<file path="src/rtl/mfp_ahb_intc_pkg.sv">
// Shared constants and types for the AHB-Lite interrupt controller (mfp_ahb_intc).
// Register word offsets, intc address region, and the latched data-phase payload.
package mfp_ahb_intc_pkg;

  localparam int unsigned REG_IDX_W      = 3;
  localparam int unsigned MFP_N_INTC_SRC = 16;

  localparam logic [REG_IDX_W-1:0] MFP_INTC_RAW    = 3'd0;
  localparam logic [REG_IDX_W-1:0] MFP_INTC_PEND   = 3'd1;
  localparam logic [REG_IDX_W-1:0] MFP_INTC_ENABLE = 3'd2;
  localparam logic [REG_IDX_W-1:0] MFP_INTC_EDGE   = 3'd3;
  localparam logic [REG_IDX_W-1:0] MFP_INTC_POL    = 3'd4;
  localparam logic [REG_IDX_W-1:0] MFP_INTC_VECTOR = 3'd5;
  localparam logic [REG_IDX_W-1:0] MFP_INTC_RSVD   = 3'd6;
  localparam logic [REG_IDX_W-1:0] MFP_INTC_SWTRIG = 3'd7;

  // 32-byte intc window in the system address map
  localparam logic [31:0] MFP_INTC_BASE = 32'h1f80_0800;

  function automatic logic mfp_intc_hsel(input logic [31:0] haddr);
    return haddr[31:5] == MFP_INTC_BASE[31:5];
  endfunction

  typedef struct packed {
    logic                 valid;
    logic                 write;
    logic                 size_ok;
    logic [REG_IDX_W-1:0] idx;
  } ahb_dp_t;

endpackage

</file>
<file path="src/rtl/mfp_intc_sync.sv">
// Per-source synchroniser with polarity adjust and rising-edge detect of the
// polarity-adjusted condition.
module mfp_intc_sync #(
  parameter int unsigned SYNC_STAGES = 2
) (
  input  logic clk,
  input  logic rst,
  input  logic irq,
  input  logic pol,
  output logic cond_c,
  output logic rise_c
);

  logic [SYNC_STAGES-1:0] sync_q;
  logic                   cond_d;

  always_ff @(posedge clk or posedge rst) begin
    if (rst) begin
      sync_q <= '0;
      cond_d <= 1'b0;
    end else begin
      sync_q <= {sync_q[SYNC_STAGES-2:0], irq};
      cond_d <= cond_c;
    end
  end

  // A POL flip also toggles cond, so it can produce a latched edge
  assign cond_c = sync_q[SYNC_STAGES-1] ^ pol;
  assign rise_c = cond_c & ~cond_d;

endmodule

</file>
<file path="src/rtl/mfp_ahb_intc.sv">
// AHB-Lite interrupt controller driving the core SI_Int pins.
// Optional software trigger register at 0x1C enabled by `define MFP_INTC_SWTRIG_EN.
module mfp_ahb_intc
  import mfp_ahb_intc_pkg::*;
#(
  parameter int unsigned N_SRC       = 16,
  parameter int unsigned N_OUT       = 8,
  parameter int unsigned SYNC_STAGES = 2
) (
  input  logic             HCLK,
  input  logic             SI_Reset,
  input  logic             HSEL,
  input  logic [4:0]       HADDR,
  input  logic [1:0]       HTRANS,
  input  logic             HWRITE,
  input  logic [2:0]       HSIZE,
  input  logic [31:0]      HWDATA,
  output logic [31:0]      HRDATA,
  output logic             HREADYOUT,
  output logic             HRESP,
  input  logic [N_SRC-1:0] IN_irq,
  output logic [N_OUT-1:0] SI_Int,
  output logic             OUT_irq_any
);

  ahb_dp_t          dp_q;
  logic [N_SRC-1:0] pend_q, enable_q, edge_q, pol_q;
  logic [N_SRC-1:0] cond_c, rise_c, w1c_c, sw_c, pend_n, act_c, wdata_c;
  logic [N_OUT-1:0] out_map_c;
  logic             wr_c;
  logic             unused_ok;

  assign HREADYOUT = 1'b1;
  assign HRESP     = 1'b0;
  assign unused_ok = &{1'b0, HADDR[1:0], HTRANS[0], HWDATA};

  for (genvar i = 0; i < int'(N_SRC); i++) begin : g_sync
    mfp_intc_sync #(.SYNC_STAGES(SYNC_STAGES)) u_sync (
      .clk    (HCLK),
      .rst    (SI_Reset),
      .irq    (IN_irq[i]),
      .pol    (pol_q[i]),
      .cond_c (cond_c[i]),
      .rise_c (rise_c[i])
    );
  end

  // Address phase capture; offset is kept after the transfer for read data
  always_ff @(posedge HCLK or posedge SI_Reset) begin
    if (SI_Reset) begin
      dp_q <= '0;
    end else if (HSEL && HTRANS[1]) begin
      dp_q.valid   <= 1'b1;
      dp_q.write   <= HWRITE;
      dp_q.size_ok <= (HSIZE == 3'b010);
      dp_q.idx     <= HADDR[4:2];
    end else begin
      dp_q.valid <= 1'b0;
    end
  end

  assign wr_c    = dp_q.valid & dp_q.write & dp_q.size_ok;
  assign wdata_c = HWDATA[N_SRC-1:0];
  assign w1c_c   = (wr_c && dp_q.idx == MFP_INTC_PEND) ? wdata_c : '0;

`ifdef MFP_INTC_SWTRIG_EN
  assign sw_c = (wr_c && dp_q.idx == MFP_INTC_SWTRIG) ? wdata_c : '0;
`else
  assign sw_c = '0;
`endif

  // Edge sources: set beats W1C; level sources follow cond
  assign pend_n = (edge_q & (rise_c | sw_c | (pend_q & ~w1c_c))) | (~edge_q & cond_c);
  assign act_c  = pend_q & enable_q;

  always_ff @(posedge HCLK or posedge SI_Reset) begin
    if (SI_Reset) begin
      pend_q   <= '0;
      enable_q <= '0;
      edge_q   <= '0;
      pol_q    <= '0;
    end else begin
      pend_q <= pend_n;
      if (wr_c && dp_q.idx == MFP_INTC_ENABLE) enable_q <= wdata_c;
      if (wr_c && dp_q.idx == MFP_INTC_EDGE)   edge_q   <= wdata_c;
      if (wr_c && dp_q.idx == MFP_INTC_POL)    pol_q    <= wdata_c;
    end
  end

  always_comb begin
    out_map_c = '0;
    for (int k = 0; k < int'(N_OUT); k++) begin
      for (int i = k; i < int'(N_SRC); i += int'(N_OUT)) begin
        out_map_c[k] = out_map_c[k] | act_c[i];
      end
    end
  end

  always_ff @(posedge HCLK or posedge SI_Reset) begin
    if (SI_Reset) begin
      SI_Int      <= '0;
      OUT_irq_any <= 1'b0;
    end else begin
      SI_Int      <= out_map_c;
      OUT_irq_any <= |act_c;
    end
  end

  // Lowest-index qualifying source wins
  function automatic logic [31:0] prio_vec(input logic [N_SRC-1:0] v);
    prio_vec = '0;
    for (int i = int'(N_SRC) - 1; i >= 0; i--) begin
      if (v[i]) prio_vec = {1'b1, 26'b0, 5'(i)};
    end
  endfunction

  always_comb begin
    HRDATA = '0;
    case (dp_q.idx)
      MFP_INTC_RAW:    HRDATA = 32'(cond_c);
      MFP_INTC_PEND:   HRDATA = 32'(pend_q);
      MFP_INTC_ENABLE: HRDATA = 32'(enable_q);
      MFP_INTC_EDGE:   HRDATA = 32'(edge_q);
      MFP_INTC_POL:    HRDATA = 32'(pol_q);
      MFP_INTC_VECTOR: HRDATA = prio_vec(act_c);
      default:         HRDATA = '0;
    endcase
  end

endmodule
</file>
<file path="config.mk">
export PLATFORM = sky130hd
export DESIGN_NAME = mfp_ahb_intc
export DESIGN_NICKNAME = d
export VERILOG_FILES = /design/src/rtl/mfp_ahb_intc_pkg.sv /design/src/rtl/mfp_intc_sync.sv /design/src/rtl/mfp_ahb_intc.sv
export SDC_FILE = /design/constraint.sdc
export NUM_CORES = 1
export LEC_CHECK = 0
export ABC_AREA = 1
export CAP_MARGIN = 20
export CORE_MARGIN = 2
export CORE_UTILIZATION = 50
export DETAILED_ROUTE_END_ITERATION = 8
export GPL_TIMING_DRIVEN = 0
export HOLD_SLACK_MARGIN = 0.05
export MAX_ROUTING_LAYER = met4
export PLACE_DENSITY = 0.87
export SLEW_MARGIN = 40
export SYNTH_ARGS = -nofsm -noshare
export SYNTH_HDL_FRONTEND = slang
export SYNTH_SLANG_ARGS = --single-unit
</file>
<file path="constraint.sdc">
create_clock -name HCLK -period 4.3 [get_ports HCLK]
set_input_delay 0.43 -clock HCLK [delete_from_list [all_inputs] [get_ports HCLK]]
set_output_delay 0.43 -clock HCLK [all_outputs]
set_load 0.01 [all_outputs]
</file>
**Yosys cells after proc, flatten, opt, wreduce, memory -nomap -nowiden**

Cells that the tools add are included.

- Bits in registers: 127
- Input bits: 62
- Output and inout port bits: 43
- Word-level logic and storage cells: 140

- Equality and inequality tests: 6
- Multiplexer cells: 19
- Bitwise logic cells: 66
- Reduce and logical (&&, ||, !) cells: 7

Operators with widths:

| kind | number |
|---|---|
| $mux 32 | 16 |
| $pmux 32 s6 | 1 |
| $and 16x16->16 | 4 |
| $not 16->16 | 2 |
| $or 16x16->16 | 2 |
| $and 1x1->1 | 18 |
| $mux 16 | 1 |
| $not 1->1 | 16 |
| $reduce_or 16->1 | 1 |
| $xor 1x1->1 | 16 |
| $eq 3x2->1 const B | 3 |
| $or 1x1->1 | 8 |
| $eq 3x3->1 const B | 2 |
| $logic_and 1x1->1 | 5 |
| $eq 3x1->1 const B | 1 |
| $logic_not 3->1 | 1 |
| $mux 1 | 1 |

**Depth between registers and ports, before layout**

Gate-level depths: netlist of the first run.

- Depth after elaboration: 18
- Mapped depth: 18
- Mapped depth without buffers: 18

**Modules after synthesis**

A second synthesis of the first run with hierarchy kept.

- Cells, all modules: 647
- Area, all modules: 5799.3 um2

By module, submodules not included:

| module | times used | cells an instance | area each (um2) | seq. area each (um2) |
|---|---|---|---|---|
| mfp_ahb_intc | 1 | 471 | 4037.6 | 1976.9 |
| mfp_intc_sync | 16 | 11 | 110.1 | 75.1 |

**Worst setup path after synthesis of the first run**

Ideal clock, no wire load.

- Kind: register to output
- Start point: reg dp_q[2] (netlist name)
- End point: out HRDATA[10]
- Arrival: 1.260 ns
- Setup slack: 2.610 ns
- Stages on the path, launching flop included: 8
- Buffers on the path: 2
- Cell sequence: dfrtp_1 buf_2 inv_1 nand2_1 inv_1 clkbuf_1 a22oi_1 nand3_1

- Longest elaborated chain between the ends: 2
- Elaborated cells between the ends (all ways): 7
- Those cells by class: eq/ne: 5; mux: 1; reduce/logical: 1

RTL lines:

| what | RTL line | text |
|---|---|---|
| start, declared | mfp_ahb_intc.sv:26 | `ahb_dp_t dp_q;` |
| $eq 3x3->1, or another cell as far along | mfp_ahb_intc.sv:119 | `case (dp_q.idx)` |
| $pmux 32 s6 (*) | mfp_ahb_intc.sv:119 |  |
| end, declared | mfp_ahb_intc.sv:18 | `output logic [31:0] HRDATA,` |

Mark *: on every way between the ends. The rest lies on a longest branch, timed or not.

**Worst setup path in the final report of the first run**

- Start point: reg dp_q[1] (netlist name)
- End point: out HRDATA[15]

The elaborated chain is that of the path after synthesis.

==> run summary, run 1 <==
For the routability-driven placement congestion ratio, the log shows 0.9881. For the post-cts resize count, the log shows 0. The power density over the cells was 538.7 nW/um^2; the total DRC errors in the routed layout was 0. The H-tree was split into 4 levels.

The first TritonRoute pass finished after 6 iterations. For this design the static power due to leakage is 3.166 nW. The fmax came out at 303.1 MHz.

The per-cell via count in the routed design was 5.454; the number of hold buffers added after cts was 0. The via count of the first global-routing pass was 4,289; the height of the die was 106.1 um. In the final routed layout, each cell accounts on average for 16.61 um. The tools report the launching element type of the critical path as a flip-flop.

Across all register-to-register paths, the minimum setup slack is 2300 ps. Counting flops with an async set or reset pin after synthesis yields a share of 100.0%. The most frequent standard cell in the layout excluding fill and tap cells is sky130_fd_sc_hd__nand2_1.

The run finished with clean final reports. In this run the worst path has a maximum fanout of 10. The mean cell area of the mapped netlist works out to 9.682 um^2. First-pass GRT wire length: 20,890 um. The synthesized design spends more area on one cell type than any other, namely sky130_fd_sc_hd__dfrtp_1. OpenSTA, run right after detailed placement, puts the worst setup slack at 1589 ps. Once layout is complete, the utilization of the core stands at 65.12%. The worst setup slack after layout was 1001 ps; the number of I/O pins was 105. Area share of the largest cell type after synthesis: 61.01%. The total global routing overflow is 0. The tree built by TritonCTS fans out to 127 sinks. After layout, the minimum clock period comes to 3299 ps. The detailed router placed 4,298 vias in this run.

Across all hold checks on the routed design, the worst slack comes to 319.3 ps. The die covers 11,250 um^2. The post-route setup TNS was 0 ps; the pin count of the biggest net entering global routing was 72. Post-route non-filler standard cell count: 788.

The flip-flop cell with the highest count after synthesis is sky130_fd_sc_hd__dfrtp_1. Ranked by total cell area, the synthesized netlist is headed by sky130_fd_sc_hd__dfrtp_1 61%, sky130_fd_sc_hd__nand2_1 11%, sky130_fd_sc_hd__o21ai_0 7.6%, sky130_fd_sc_hd__a22oi_1 4.5%, sky130_fd_sc_hd__inv_1 3.0%. The tool flagged a number of max-cap violations equal to 0. The number of port buffers is 68. The total power of the final layout is 3.589 mW, and the number of pins exceeding their max-slew limit in the final report is 0.

Setup repair after global routing left no endpoint under its margin. The run gives 37 as the number of standard-cell rows in the floorplan. The number of flops mapped to enable cells by yosys works out to 0.

The worst-case vdd ir drop is 0.0003241 V, and the post-CTS setup-driven buffer insertion count is 0. The share of the yosys chip area belonging to registers was 61.01%; the effective utilization at floorplan was 50.91%. The repair_antennas step left the layout with diodes totalling 0. The proportion of layout cells with a drive suffix above 1 is 8.742%. The tightest min-delay check is of the in -> async type. Data on the critical path arrives at its endpoint at 2870 ps. Traced cell by cell, the critical path runs through nor2_1 > nand2_1 > inv_1 > clkbuf_1 > a22oi_1 > nand3_1 > clkdlybuf4s50_1.

Clock tree synthesis selected as its root buffer the cell sky130_fd_sc_hd__clkbuf_8. The wire length after detailed routing was 13,090 um; the count of state elements after synthesis was 127. The mapped netlist covers 5209 um^2. The logs give 3178 um^2 for the area taken by flip-flops and latches and 3870 ps for the required time at the worst-slack endpoint. The initial antenna violation count was 0; the total placed cells including tap cells was 758. Relative area change from synthesis to final layout: 27.91%. The largest single stage delay on the critical path is 560 ps.

Count of endpoints failing setup in the final report: 0. TritonCTS built the clock tree. The hold violation total from the final report is 0, and the post-synthesis instance total is 538. The tools report the total number of yosys warnings as 0. Global routing used 25.27% of the available tracks across all layers. The filler cells instantiated in the layout total 785. The slowest stage of the critical path belongs to the cell sky130_fd_sc_hd__clkbuf_1. The die is 106.1 um wide. For this block, the initial DRC count from the detailed router was 391. The final design area excluding fillers was 6663 um^2. The CTS buffer count was 17.

In the layout the commonest cells are 148 x sky130_fd_sc_hd__nand2_1, 127 x sky130_fd_sc_hd__dfrtp_1, 79 x sky130_fd_sc_hd__o21ai_0, 68 x sky130_fd_sc_hd__clkdlybuf4s50_1, 40 x sky130_fd_sc_hd__inv_1. The placed instances occupy a cell area of 6151 um^2. The logs give 8532 um for the estimated wirelength of the detail-placed design and 10,230 um^2 for the standard cell core area. In this run the deepest clock path goes through 2 buffers. The setup path with the least slack is of type reg -> out.

Headroom to the max-slew limit came out at 55.96%. The final clock period utilization by the worst path is 76.73%. The area taken by multi-input logic gates is 1715 um^2, and the residual antenna-violating net count after detailed routing is 0. Across the routed clock network, the largest skew measured is 6.856 ps.

STA classifies the critical path endpoint as an output pin. The final net count was 703; the number of different library cells in the post-synthesis netlist was 28. At the pin with the least slew margin, the transition time is 660.6 ps.

For the worst-skew pair, the clock arrives at the later sink with an insertion delay of 520 ps. The CTS clock-pin slew for the worst setup and hold paths came out at 60 ps.
-- worst max-delay path, delay by kind of cell, from the launching register on --
family,cells,cell delay (ps)
AOI/OAI and AO/OA,1,150
buffers and inverters,3,1370
DFF,1,440
and+or+nand+nor,3,390
-- path summary, 6_finish.rpt --
check / end / cells past startpoint / from
setup / recovery: HRDATA[15] / 7 / dp_q[1]
hold / removal: g_sync[4].u_sync.sync_q[1] / 2 / SI_Reset
setup reg to reg: edge_q[3] / 6 / dp_q[2]
hold reg to reg: g_sync[4].u_sync.sync_q[1] / 0 / g_sync[4].u_sync.sync_q[0]
max in group asynchronous: g_sync[11].u_sync.cond_d / 3 / SI_Reset
min in group HCLK: g_sync[0].u_sync.sync_q[0] / 1 / IN_irq[0]
-- area by class of cell --
| type | instances | share of cell area [%] |
|---|---|---|
| buffer | 33 | 3.042 |
| clock buffer | 23 | 6.704 |
| clock inverter | 7 | 0.9765 |
| inverter | 45 | 2.648 |
| multi-input combinational | 348 | 25.75 |
| sequential | 127 | 47.70 |
| tap | 136 | 2.554 |
| timing repair buffer | 69 | 10.63 |
-- per-layer routing --
metal  part of all wire, %  GRT usage, %  vias to the layer above
li1                      -             -                     1947
met1                    38         30.63                     2081
met2                    50         39.72                      241
met3                   9.4         7.174                       29
met4                   2.5         11.37                        0
met5                     0             -                        -
-- report_power, final --
| group | total [mW] | switching, mW | internal (mW) |
|---|---|---|---|
| Sequential | 1.53 | 0.138 | 1.39 |
| Clock | 1.26 | 0.488 | 0.769 |
| Combinational | 0.805 | 0.457 | 0.348 |
| Total | 3.59 | 1.08 | 2.51 |
-- cell usage after synthesis, drive strengths merged (2+ instances only) --
cell      n
a22oi    31
buf      24
clkbuf    9
clkinv    2
conb      2
dfrtp   127
inv      43
nand2   149
nand3    18
nor2      7
nor3      5
o21ai    97
xnor2    15
-- cells by family after synthesis --
logic type / Yosys count / synth area share [%]
buffers and inverters: 78 / 7.134
other: 2 / 0.1442
xor gates and xnor gates: 16 / 2.690
and+or+nand+nor: 181 / 14.41
AOI/OAI and AO/OA: 134 / 14.61
DFF: 127 / 61.01
-- state kept, by name, summed over array words and instances, names as in the netlist --
| signal | count |
|---|---|
| OUT_irq_any | 1 |
| enable_q | 16 |
| dp_q | 6 |
| edge_q | 16 |
| pol_q | 16 |
| pend_q | 16 |
| SI_Int | 8 |
| g_sync.u_sync.cond_d | 16 |
| g_sync.u_sync.sync_q | 32 |
Note: power is estimated with default switching activity, not from simulation.
==> run 2: changes to the inputs <==
Settings changed: CORE_UTILIZATION 50 to 46, PLACE_DENSITY 0.87 to 0.84.
Clock period 4.3 ns to 2.7 ns, I/O delays scaled along.
==> run summary, run 2 (synthesis results as in run 1) <==
The worst-case vdd ir drop was 0.0003572 V (was 0.0003241 V); the pin count of the biggest net entering global routing was 25 (was 72). The biggest fanout along the worst timing path came out at 10 (unchanged). Leading cell types in the layout, fill and taps excluded: 146 x sky130_fd_sc_hd__nand2_1, 127 x sky130_fd_sc_hd__dfrtp_1, 79 x sky130_fd_sc_hd__o21ai_0, 67 x sky130_fd_sc_hd__clkdlybuf4s50_1, 39 x sky130_fd_sc_hd__inv_1 (was 148 x sky130_fd_sc_hd__nand2_1, 127 x sky130_fd_sc_hd__dfrtp_1, 79 x sky130_fd_sc_hd__o21ai_0, 68 x sky130_fd_sc_hd__clkdlybuf4s50_1, 40 x sky130_fd_sc_hd__inv_1). The worst slew slack as a fraction of its limit is 53.59% (was 55.96%), and the number of I/O pins is 105 (unchanged).

The logs give 384.7 MHz for the fmax and 420 ps (was 520 ps) for the source-to-sink clock delay at the later pin of the worst-skew pair. Sequence of cells on the critical path: nor2_1 > nand2_1 > inv_2 > buf_4 > a22oi_1 > nand3_1 > clkdlybuf4s50_1 (was nor2_1 > nand2_1 > inv_1 > clkbuf_1 > a22oi_1 > nand3_1 > clkdlybuf4s50_1). The met3 usage in global routing is 7.739% (was 7.174%). The wire length after detailed routing was 13,710 um (was 13,090 um).

The routability-driven placement congestion ratio came out at 0.9250 (was 0.9881). The CTS sink count is 127 (unchanged). Relative area change from synthesis to final layout: 34.85% (was 27.91%). The logs give 10,940 um^2 (was 10,230 um^2) for the standard cell core area and 23.82% (was 25.27%) for the total global routing track utilization. The proportion of layout cells with a drive suffix above 1 was 12.20% (was 8.742%); the total global routing overflow was 0 (unchanged). The worst setup slack after layout was 100.7 ps (was 1001 ps). The buffer type at the clock tree root was sky130_fd_sc_hd__clkbuf_16 (was sky130_fd_sc_hd__clkbuf_8). Slowest cell on the critical path: sky130_fd_sc_hd__clkdlybuf4s50_1 (was sky130_fd_sc_hd__clkbuf_1). The tools report the effective utilization at floorplan as 47.63% (was 50.91%). The maximum root-to-sink buffer count is 2 (unchanged). Most frequent standard cell in the layout excluding fill and tap cells: sky130_fd_sc_hd__nand2_1 (unchanged). The initial antenna violation count came out at 0 (unchanged). The type of the worst setup path is reg -> out (unchanged). Post-placement setup slack: 168.0 ps (was 1589 ps). TritonCTS built the clock tree.

The run gives 22,070 um (was 20,890 um) as the first-pass GRT wire length. Actual transition at the worst max-transition pin: 696.2 ps (was 660.6 ps). The class of the tightest hold or removal check is in -> async (unchanged).

The power density over the cells is 905.4 nW/um^2 (was 538.7 nW/um^2). Most utilized layer in the global route result: met2 (unchanged). The count of endpoints failing setup in the final report came out at 0 (unchanged). Flip-flop count of the largest register after layout: 32 (unchanged). For the final clock skew, the log shows 10.08 ps (was 6.856 ps).

Critical path capture point type: an output pin (unchanged). The number of cells on the worst reg-to-reg path was 7 (was 6); the final net count was 713 (was 703). The run gives 0 (unchanged) as the diode insertion count for antenna repair.

The delay of the slowest cell on the worst path came out at 550 ps (was 560 ps). The number of pins exceeding their max-slew limit in the final report was 0 (unchanged); the required time at the worst-slack endpoint was 2430 ps (was 3870 ps). The x dimension of the die is 110.4 um (was 106.1 um). The height of the die was 110.4 um (was 106.1 um).

The beginning of the worst register-to-register path is dp_q[0] (was dp_q[2]). The total number of H-tree levels was 4 (unchanged). The run finished with clean final reports.

The run gives 0 (unchanged) as the total DRC errors in the routed layout. The total iterations of the first detailed-routing run is 6 (unchanged), and the minimum clock period is 2599 ps. The logs give 187.9 ps (was 319.3 ps) for the worst hold margin and 0 (unchanged) for the residual antenna-violating net count after detailed routing. The tools report the estimated wirelength of the detail-placed design as 8977 um (was 8532 um). The tools report the initial DRC count as 366 (was 391). The end of the worst register-to-register path was edge_q[4] (was edge_q[3]). The per-cell via count in the routed design is 5.398 (was 5.454).

The logs give 0 (unchanged) for the number of hold buffers added after cts and 2330 ps (was 2870 ps) for the data arrival time of the critical path. For the CTS buffer count, the log shows 17 (unchanged). The via count of the first global-routing pass is 4,496 (was 4,289), and the setup slack on the worst flop-to-flop path is 710 ps (was 2300 ps).

CTS clock-pin slew for the worst setup and hold paths: 60 ps (about the same). The run gives 12,190 um^2 (was 11,250 um^2) as the die outline area. The run gives 38 (was 37) as the number of standard-cell rows in the floorplan. The register containing the most flip-flops in the final layout was g_sync.u_sync.sync_q (unchanged). The total of max-cap violations is 0 (unchanged).

The number of port buffers was 68 (unchanged). Average wire per standard cell: 17.05 um (was 16.61 um). The tools report the leakage power as 3.331 nW (was 3.166 nW).

The hold violation total from the final report is 0 (unchanged). The launching element type of the critical path was a flip-flop (unchanged). The tools report the global routing met2 resource utilization as 37.26% (was 39.72%). The overall via count from detail_route is 4,340 (was 4,298). The final clock period utilization by the worst path was 96.27%. The run gives 27.09% (was 30.63%) as the met1 layer usage reported by global route.
[run 2: area by class of cell]
class	instances	area, um^2
multi-input cells	348	1725
clock inverters	12	203.9
repair buffers	79	878.3
fillers	858	3911
flip-flops and latches	127	3178
inverters	45	176.4
clock buffers	20	466.7
plain buffers	33	220.2
well taps	140	175.2
[run 2: worst max path at each step]
stage               startpoint                         end  slack, ps  depth (start not counted)
floorplan             SI_Reset                 OUT_irq_any        860                          1
global placement      SI_Reset  g_sync[4].u_sync.sync_q[0]       -190                          2
global route           dp_q[0]                  HRDATA[14]       -0.7                          7
detailed placement     dp_q[2]                   HRDATA[6]        170                          8
CTS                 pend_q[15]                   HRDATA[0]         10                         19
finish                 dp_q[0]                   HRDATA[6]        100                          7
[run 2: per-stage QoR]
| stage | total power [mW] | instance area, um^2 | std cells | TNS, ps | util, % |
|---|---|---|---|---|---|
| CTS | 6.348 | 6983 | 802 | 0 | 63.86 |
| detailed placement | 3.736 | 6282 | 767 | 0 | 57.45 |
| global route | 6.657 | 7024 | 804 | -0.6644 | 64.23 |
| global placement | 3.627 | 6125 | 761 | -22060 | 56.01 |
| floorplan | 3.164 | 5269 | 553 | 0 | - |
| finish | 6.360 | 7024 | 804 | 0 | 64.23 |
[run 2: what timing repair did]
item                       4_1_cts  5_1_grt
setup endpoints to repair       10       13
buffers inserted                 3        2
resized for setup                5       12
cloned                           0        0
pin swaps                        3        0
[run 2: critical path: cells and delay by family (launching register included)]
family          cells  cell delay, ps
buf+inv             3             960
flops               1             440
compound gates      1             120
simple gates        3             380
[run 2: per-layer routing]
metal,part of all wire [%],vias to the layer above
met2,48,230
met4,3.9,0
met5,0,-
li1,-,1970
met3,8.8,49
met1,39,2091
[run 2: where the power goes]
| part | internal, mW | total, mW | switching (mW) |
|---|---|---|---|
| Sequential | 2.21 | 2.43 | 0.221 |
| Clock | 1.72 | 2.57 | 0.852 |
| Combinational | 0.597 | 1.36 | 0.763 |
| Total | 4.52 | 6.36 | 1.84 |
==> run 3: changes to the inputs <==
Settings changed: CORE_MARGIN 2 to unset, GPL_TIMING_DRIVEN 0 to unset.
==> run summary, run 3 (synthesis results as in run 1) <==
The cell depth of the worst setup path is 6 (was 7). The estimated wirelength of the detail-placed design is 7706 um (was 8977 um). The number of buffers and inverters on the critical path is 2 (was 3). The final clock period utilization by the worst path was 94.81% (was 96.27%). Leading cell types in the layout, fill and taps excluded: 147 x sky130_fd_sc_hd__nand2_1, 126 x sky130_fd_sc_hd__dfrtp_1, 79 x sky130_fd_sc_hd__o21ai_0, 67 x sky130_fd_sc_hd__clkdlybuf4s50_1, 39 x sky130_fd_sc_hd__inv_1 (was 146 x sky130_fd_sc_hd__nand2_1, 127 x sky130_fd_sc_hd__dfrtp_1, 79 x sky130_fd_sc_hd__o21ai_0, 67 x sky130_fd_sc_hd__clkdlybuf4s50_1, 39 x sky130_fd_sc_hd__inv_1). The run gives 4 (unchanged) as the total number of H-tree levels.

The tools report the worst setup path startpoint as dp_q[1] (was dp_q[0]). The buffer type at the clock tree root is sky130_fd_sc_hd__clkbuf_16 (unchanged). The area taken by flip-flops and latches was 3179 um^2 (was 3178 um^2); the wire length after detailed routing was 12,610 um (was 13,710 um). The run finished with clean final reports.

The post-CTS setup-driven buffer insertion count was 0 (was 3). The routability-driven placement congestion ratio is 0.8925 (was 0.9250). The area taken by multi-input logic gates is 1723 um^2 (was 1725 um^2). The tools report the launching element type of the critical path as a flip-flop (unchanged). Number of port buffers: 68 (unchanged). The first-pass GRT wire length came out at 20,530 um (was 22,070 um). The effective utilization at floorplan is 47.63% (unchanged), and the leakage power is 3.151 nW (was 3.331 nW). Sequence of cells on the critical path: inv_2 > nand3_1 > nor3_2 > nand2_1 > o2111ai_1 > clkdlybuf4s50_1 (was nor2_1 > nand2_1 > inv_2 > buf_4 > a22oi_1 > nand3_1 > clkdlybuf4s50_1). The CTS clock-pin slew for the worst setup and hold paths is 60 ps (about the same).

The end of the worst register-to-register path was pend_q[15] (was edge_q[4]). The hold violation total from the final report was 0 (unchanged); the die outline area was 11,750 um^2 (was 12,190 um^2). The delay of the slowest cell on the worst path is 580 ps (was 550 ps), and the total global routing overflow is 0 (unchanged). The via count of the first global-routing pass is 4,221 (was 4,496).

The maximum root-to-sink buffer count was 2 (unchanged); the height of the die was 108.4 um (was 110.4 um). The total iterations of the first detailed-routing run came out at 6 (unchanged). The x dimension of the die was 108.4 um (was 110.4 um); the count of endpoints failing setup in the final report was 0 (unchanged). The flip-flop count of the largest register after layout was 32 (unchanged); the CTS sink count was 127 (unchanged). The post-route setup TNS came out at 0 ps (unchanged). The total global routing track utilization was 24.12% (was 23.82%); the initial DRC count was 374 (was 366). Setup slack on the worst flop-to-flop path: 690 ps (was 710 ps).

For the source-to-sink clock delay at the later pin of the worst-skew pair, the log shows 410 ps (was 420 ps). The average wire per standard cell is 16.29 um (was 17.05 um). The register containing the most flip-flops in the final layout is g_sync.u_sync.sync_q (unchanged).

The logs give 105 (unchanged) for the number of I/O pins and 128 (was 25) for the pin count of the biggest net entering global routing. Most frequent standard cell in the layout excluding fill and tap cells: sky130_fd_sc_hd__nand2_1 (unchanged). The minimum clock period was 2560 ps (was 2599 ps). The number of standard-cell rows in the floorplan was 38 (unchanged). The tools report the critical path capture point type as an output pin (unchanged).

The number of hold buffers added after cts is 0 (unchanged), and the power density over the cells is 918.6 nW/um^2 (was 905.4 nW/um^2). The tools report the worst hold margin as 288.8 ps (was 187.9 ps). The per-cell via count in the routed design was 5.451 (was 5.398). The class of the tightest hold or removal check was in -> reg (was in -> async). The tools report the total placed cells including tap cells as 742 (was 767). The biggest fanout along the worst timing path works out to 4 (was 10).

The total DRC errors in the routed layout is 0 (unchanged). The logs give 61.12% (was 64.23%) for the final cell utilization of the core and 12.23 ps (was 10.08 ps) for the final clock skew. TritonCTS built the clock tree. The type of the worst setup path was reg -> out (unchanged). For the filler cell count, the log shows 866 (was 858).

Residual antenna-violating net count after detailed routing: 0 (unchanged). For the worst slew slack as a fraction of its limit, the log shows 55.20% (was 53.59%). The initial antenna violation count came out at 0 (unchanged).

The worst-case vdd ir drop came out at 0.0003722 V (was 0.0003572 V). The data arrival time of the critical path was 2290 ps (was 2330 ps); the number of cells on the worst reg-to-reg path was 9 (was 7). The run gives 0 (unchanged) as the total of max-cap violations. Slowest cell on the critical path: sky130_fd_sc_hd__clkdlybuf4s50_1 (unchanged).

The overall via count from detail_route is 4,219 (was 4,340). The actual transition at the worst max-transition pin was 671.9 ps (was 696.2 ps); the final net count was 683 (was 713). Beginning of the worst register-to-register path: dp_q[0] (unchanged). The number of pins exceeding their max-slew limit in the final report is 0 (unchanged).

The proportion of layout cells with a drive suffix above 1 came out at 8.675% (was 12.20%). The diode insertion count for antenna repair came out at 0 (unchanged). The worst setup path endpoint is HRDATA[3] (was HRDATA[6]). The post-route non-filler standard cell count came out at 774 (was 804). The fmax is 390.6 MHz (was 384.7 MHz). The family with the most delay on the worst path is buffers and inverters (unchanged). Setup repair after global routing left no endpoint under its margin. Relative area change from synthesis to final layout: 28.32% (was 34.85%).

The logs give 17 (unchanged) for the CTS buffer count and 10,940 um^2 (unchanged) for the standard cell core area. The tools report the required time at the worst-slack endpoint as 2430 ps (about the same).
## run 3: cell count changes in the layout (fill, tap and decap cells not counted), sizes merged
| cell | before | now |
|---|---|---|
| clkinv | 3 | 6 |
| clkinvlp | 5 | 3 |
| bufinv | 5 | 4 |
| buf | 34 | 14 |
| clkbuf | 30 | 22 |
| inv | 44 | 42 |
## run 3: repair_timing
item,in CTS,in global routing
resized for setup,0,5
setup endpoints to repair,0,3
hold endpoints to repair,0,0
## run 3: stage by stage
step	setup slack [ps]	area, um^2	total power, mW
after CTS	18.05	6673	6.142
after floorplan	862.7	5269	3.164
after detailed placement	464.3	6040	3.690
after global routing	67.32	6684	6.427
final	140.1	6684	6.140
after global placement	530.8	6040	3.618
## run 3: worst min-delay path by stage
stage / from / to / slack (ps) / cells past startpoint
after global routing: IN_irq[3] / g_sync[3].u_sync.sync_q[0] / 290 / 1
after CTS: IN_irq[6] / g_sync[6].u_sync.sync_q[0] / 290 / 1
after detailed placement: g_sync[8].u_sync.sync_q[0] / g_sync[8].u_sync.sync_q[1] / 340 / 0
after floorplan: IN_irq[0] / g_sync[0].u_sync.sync_q[0] / 300 / 0
final: IN_irq[6] / g_sync[6].u_sync.sync_q[0] / 290 / 1
after global placement: g_sync[6].u_sync.sync_q[0] / g_sync[6].u_sync.sync_q[1] / 330 / 0
## run 3: layout make-up
class                   count  share of cell area (%)
inverters                  45                   2.583
repair buffers             82                   11.98
well taps                 140                   2.621
flip-flops and latches    127                   47.57
clock buffers              22                   7.095
clock inverters            10                   2.377
multi-input cells         348                   25.78
## run 3: layer usage
layer	global-route usage [%]	routed length [um]	vias up
li1	-	-	1904
met2	38.56	6179	229
met4	11.00	467	0
met5	-	0	-
met1	28.87	4924	2039
met3	5.907	1035	47
## run 3: power by group
| group | switching [mW] | internal, mW | total (mW) |
|---|---|---|---|
| logic | 0.736 | 0.546 | 1.28 |
| registers | 0.229 | 2.21 | 2.44 |
| clock network | 0.802 | 1.61 | 2.42 |
| total | 1.77 | 4.37 | 6.14 |
